File: src/rtl/sr_drv_pkg.sv
// Shared types and constants for the SR latch write controller.
package sr_drv_pkg;

    // Controller phases, in the order a write walks through them.
    typedef enum logic [1:0] {
        IDLE   = 2'd0,
        PULSE  = 2'd1,
        SETTLE = 2'd2,
        CHECK  = 2'd3
    } state_t;

    // Width of the phase down-counter; covers the largest legal phase length.
    localparam int CNT_W = 8;

    // Drive pulse must last at least one cycle and fit the counter.
    function automatic bit pulse_cycles_legal(input int p);
        return (p >= 1) && (p <= 255);
    endfunction

    // Settle window must cover the two synchroniser flops and fit the counter.
    function automatic bit settle_cycles_legal(input int s);
        return (s >= 2) && (s <= 255);
    endfunction

endpackage

File: src/rtl/sync2.sv
// Two-flop synchroniser for a single asynchronous rail; clears to 0 on reset.
module sync2 (
    input  logic clk,
    input  logic rst_n,
    input  logic d,
    output logic q
);

    logic meta;

    // Shift the raw rail through two flops so q is safe to use in the clk domain.
    always_ff @(posedge clk or negedge rst_n) begin
        if (!rst_n) begin
            meta <= 1'b0;
            q    <= 1'b0;
        end else begin
            meta <= d;
            q    <= meta;
        end
    end

endmodule

File: src/rtl/sr_latch_writer.sv
// Writes one value into an external NOR SR latch: a timed set or reset pulse,
// a quiet settle window, then a readback of both rails through synchronisers.
//
// Request handshake: a request transfers on a rising clk edge where
// req_valid && req_ready. req_ready is high only while the controller is idle,
// req_value is captured on that edge, and req_valid is ignored while busy.
module sr_latch_writer
    import sr_drv_pkg::*;
#(
    parameter int PULSE_CYCLES  = 4,
    parameter int SETTLE_CYCLES = 10
) (
    input  logic       clk,
    input  logic       rst_n,
    input  logic       req_valid,
    output logic       req_ready,
    input  logic       req_value,
    output logic       set_o,
    output logic       reset_o,
    input  logic       q_i,
    input  logic       qn_i,
    output logic       done,
    output logic       result_ok,
    output logic       state_valid,
    output logic       latched_value,
    output logic [1:0] dbg_state
);

    // Reject out-of-range phase lengths while elaborating.
    if (!pulse_cycles_legal(PULSE_CYCLES)) begin : g_bad_pulse
        $fatal(1, "sr_latch_writer: PULSE_CYCLES must be 1..255");
    end
    if (!settle_cycles_legal(SETTLE_CYCLES)) begin : g_bad_settle
        $fatal(1, "sr_latch_writer: SETTLE_CYCLES must be 2..255");
    end

    localparam logic [CNT_W-1:0] PULSE_LOAD  = CNT_W'(PULSE_CYCLES - 1);
    localparam logic [CNT_W-1:0] SETTLE_LOAD = CNT_W'(SETTLE_CYCLES - 1);

    state_t           state, state_nx;
    logic [CNT_W-1:0] cnt, cnt_nx;
    logic             val, val_nx;
    logic             set_nx, reset_nx;
    logic             accept;
    logic             q_s, qn_s;
    logic             rails_ok;

    sync2 u_sync_q  (.clk(clk), .rst_n(rst_n), .d(q_i),  .q(q_s));
    sync2 u_sync_qn (.clk(clk), .rst_n(rst_n), .d(qn_i), .q(qn_s));

    assign req_ready = (state == IDLE);
    assign accept    = req_valid && req_ready;
    assign done      = (state == CHECK);
    assign dbg_state = state;

    // Equal rails (both low or both high) never count as a valid latch state.
    assign rails_ok  = (q_s != qn_s) && (q_s == val);
    assign result_ok = done && rails_ok;

    // Next phase, counter and captured value; drives are derived from the next
    // phase so they are registered and can never be high together.
    always_comb begin
        state_nx = state;
        cnt_nx   = cnt;
        val_nx   = val;
        case (state)
            IDLE: begin
                if (accept) begin
                    state_nx = PULSE;
                    cnt_nx   = PULSE_LOAD;
                    val_nx   = req_value;
                end
            end
            PULSE: begin
                if (cnt == '0) begin
                    state_nx = SETTLE;
                    cnt_nx   = SETTLE_LOAD;
                end else begin
                    cnt_nx = cnt - 1'b1;
                end
            end
            SETTLE: begin
                if (cnt == '0) begin
                    state_nx = CHECK;
                end else begin
                    cnt_nx = cnt - 1'b1;
                end
            end
            CHECK: begin
                state_nx = IDLE;
            end
            default: begin
                state_nx = IDLE;
                cnt_nx   = '0;
            end
        endcase
        set_nx   = (state_nx == PULSE) &&  val_nx;
        reset_nx = (state_nx == PULSE) && !val_nx;
    end

    // Phase state, counter and latch drives; reset drops the drives immediately.
    always_ff @(posedge clk or negedge rst_n) begin
        if (!rst_n) begin
            state   <= IDLE;
            cnt     <= '0;
            val     <= 1'b0;
            set_o   <= 1'b0;
            reset_o <= 1'b0;
        end else begin
            state   <= state_nx;
            cnt     <= cnt_nx;
            val     <= val_nx;
            set_o   <= set_nx;
            reset_o <= reset_nx;
        end
    end

    // Record the verified latch content after each readback.
    always_ff @(posedge clk or negedge rst_n) begin
        if (!rst_n) begin
            state_valid   <= 1'b0;
            latched_value <= 1'b0;
        end else if (state == CHECK) begin
            state_valid <= rails_ok;
            if (rails_ok) begin
                latched_value <= val;
            end
        end
    end

endmodule

File: config.mk
export PLATFORM = sky130hd
export DESIGN_NAME = sr_latch_writer
export DESIGN_NICKNAME = d
export VERILOG_FILES = /design/src/rtl/sr_drv_pkg.sv /design/src/rtl/sync2.sv /design/src/rtl/sr_latch_writer.sv
export SDC_FILE = /design/constraint.sdc
export NUM_CORES = 1
export LEC_CHECK = 0
export CAP_MARGIN = 20
export CORE_MARGIN = 2
export CORE_UTILIZATION = 55
export CTS_BUF_LIST = sky130_fd_sc_hd__clkbuf_8
export DETAILED_ROUTE_END_ITERATION = 8
export PLACE_DENSITY_LB_ADDON = 0.25
export SLEW_MARGIN = 15
export SYNTH_ARGS = -nofsm -noshare
export SYNTH_HDL_FRONTEND = slang
export SYNTH_HIERARCHICAL = 1
export SYNTH_SLANG_ARGS = --single-unit
File: constraint.sdc
create_clock -name clk -period 2 [get_ports clk]
set_input_delay 0.6 -clock clk [delete_from_list [all_inputs] [get_ports clk]]
set_output_delay 0.6 -clock clk [all_outputs]
set_load 0.01 [all_outputs]
==> flow_summary.ini <==
[clock_tree]
clockBufferDepth = 2
root_buffer = clkbuf_8
clock_sinks = 19
cts-htree-levels = 1
cts_tree = yes
numCtsBuffers = 3
clk_pin_slew_worst_paths_ns = 0.07
clock_latency_ns = 0.26

[grt]
top_usage_layer = met2
grt_pass1_wl_mm = 4.20
antenna_found_initial = 0
gr-total-overflow = 0
grt.total_usage = 0.274
grt_max_degree = 20
grt_util_met3 = 0.0792
grtUsageMet2 = 0.481
grt_pass1_vias = 941
use_met1 = 0.316

[placed_design]
place_ws_ns = -0.213
io_buffers = 14
dp.cells = 152
hpwl_mm = 1.88
place_area_sq_um = 1340
gp_congestion = 0.778

[power]
switching_power_mw = 1.02
vdd_ir_drop_max_mv = 1.17
seq_power_share = 0.272
power_leakage_nw = 0.660
p_clk_frac = 0.112
pwr-share-comb = 0.617
power_density_nw_per_um2 = 1680
p_sw_frac = 0.431
p_int_mw = 1.34
power_mw = 2.36

[drt]
drc = 0
via_per_inst = 6.11
wl_per_cell_um = 17.2
drt-pass1-iter-count = 4
drtIter0Drc = 29
num_vias = 959
ant_nets = 0
totalWireLength_mm = 2.70

[floorplanning]
rows = 15
die_area_sq_um = 2270
core_area_sq_um = 1760
die_h_um = 47.6
die_x_um = 47.6
initial_core_util = 0.593
boundaryPins = 15

[timing]
final.setup_skew_ns = 0.00108
maxSlewHeadroom = 0.747
rsz0062_at_grt = false
setup-violations-final = 0
worstMarginPinSlew_ns = 0.375
drv_slew = 0
hold_viol_final = 0
period_minus_slack_ns = 1.93
fin_tns_setup_ns = 0
fin_ws_ns = 0.0732
post-route-period-util = 0.963
max_freq_mhz = 519

[cells_and_area]
drive_gt1_frac = 0.280
syn_to_final_growth_pct = 34.4
final_nets = 147
antennaDiodeCount = 0
largest_reg_flops = 8
stdcell_count = 157
regMostFlops = cnt
stdcell_area_sq_um = 1410
num-fill-cells = 121

[yosys]
synth_nets = 112
async_flop_share = 1.00
netlist_top_cells_count = 19 x dfrtp_1, 8 x ha_1, 7 x inv_1, 5 x a21oi_1, 5 x nor2_1
yosysTopAreaCell = dfrtp_1
synth_top_area_share = 0.455
yosysUniqueCellTypes = 42
avgSynthCellArea_sq_um = 10.7
yosysMostFrequentCell = dfrtp_1
ys_dominant_reg_cell = dfrtp_1
ys_warn_count = 6
synth-edff-count = 0
netlist_instances = 98
synth_area_leaders = dfrtp_1 45%, ha_1 9.6%, a22oi_1 2.9%, inv_1 2.5%, a21oi_1 2.4%
synth_seq_cells = 19
ys_seq_area_frac = 0.455
synth.cell_area_sq_um = 1050

[critical_path]
max_stage_delay_ns = 0.38
worst_setup_path_end_kind = output port
start_kind = register
critPathMaxFanout = 2
worst_path_max_delay_cell = dfrtp_1
cp.arrival_ns = 1.33
path_cells = or3_1, a21oi_2, buf_2
critPathRequiredTime_ns = 1.40
crit_type = reg2out

[worst_hold_path]
hold_class = reg2reg

[status]
outcome = finished, final reports clean

[job]
drv_cap = 0
==> worst max-delay path, delay by kind of cell (launching register included) <==
family,cells,cell delay (ns)
flops,1,0.38
simple gates,1,0.38
buf+inv,1,0.15
compound gates,1,0.16
==> power groups by stage <==
stage	Clock, mW	Combinational, mW	Sequential [mW]
floorplan	0	0.797	0.640
finish	0.264	1.46	0.642
detailed placement	0	1.36	0.641
global placement	0	1.31	0.634
global route	0.285	1.57	0.661
CTS	0.270	1.39	0.631
==> what timing repair did <==
item	CTS	global route
setup buffers	1	0
pin swaps	1	0
hold endpoints to repair	0	0
hold buffers	0	0
gates resized for setup	8	7
endpoints found under the setup margin	4	6
==> layout make-up <==
type                            count  area [sq um]  area share
Clock buffer                        3          41.3      0.0294
Tap cell                           25          31.3      0.0222
Timing Repair Buffer               32           264       0.188
Sequential cell                    19           477       0.339
Clock inverter                      1          3.75     0.00267
Multi-Input combinational cell     70           563       0.400
Inverter                            7          26.3      0.0187
==> routing by layer <==
metal / vias to the layer above / share of wire
li1: 437 / -
met1: 473 / 0.40
met2: 41 / 0.53
met3: 8 / 0.049
met4: 0 / 0.018
met5: - / 0
==> path summary, 6_finish.rpt <==
| kind | from | end | slack, ns | cells after the start |
|---|---|---|---|---|
| worst max register to register | cnt[2]$_DFFE_PN0P_ | cnt[7]$_DFFE_PN0P_ | 0.11 | 4 |
| min in group asynchronous | rst_n | cnt[5]$_DFFE_PN0P_ | 0.68 | 2 |
| worst max-delay path | val$_DFF_PN0_ | result_ok | 0.07 | 3 |
| max in group asynchronous | rst_n | dbg_state[1]$_DFF_PN0_ | 1.10 | 2 |
| worst min-delay path | u_sync_qn/meta$_DFF_PN0_ | u_sync_qn/q$_DFF_PN0_ | 0.37 | 0 |
| worst min register to register | u_sync_qn/meta$_DFF_PN0_ | u_sync_qn/q$_DFF_PN0_ | 0.37 | 0 |
==> through the flow <==
| step | utilization | hold WS, ns |
|---|---|---|
| final | 0.797 | 0.365 |
| after global routing | 0.797 | 0.370 |
| after CTS | 0.786 | 0.363 |
| after detailed placement | 0.757 | 0.347 |
| after global placement | 0.757 | 0.333 |
| after floorplan | - | 0.304 |
==> cells in the final DEF (no fill, tap or decap), drive strengths merged, types with 4 or more instances in the layout <==
cell type,n
or3,4
clkbuf,4
a22oi,5
buf,19
inv,8
dfrtp,19
or4,4
nor2,5
ha,8
clkdlybuf4s50,11
a21oi,5
o21ai,5
==> cell families (layout without fill, tap and decap cells) <==
kind of cell / count (synthesis) / count (layout) / share of synthesized area
buffers and inverters: 9 / 43 / 0.0335
and+or+nand+nor: 27 / 27 / 0.166
DFF: 19 / 19 / 0.455
adders and majority gates: 8 / 8 / 0.0957
muxes: 1 / 1 / 0.0108
AOI/OAI and AO/OA: 34 / 34 / 0.239
Power figures use the tool's default switching activity.
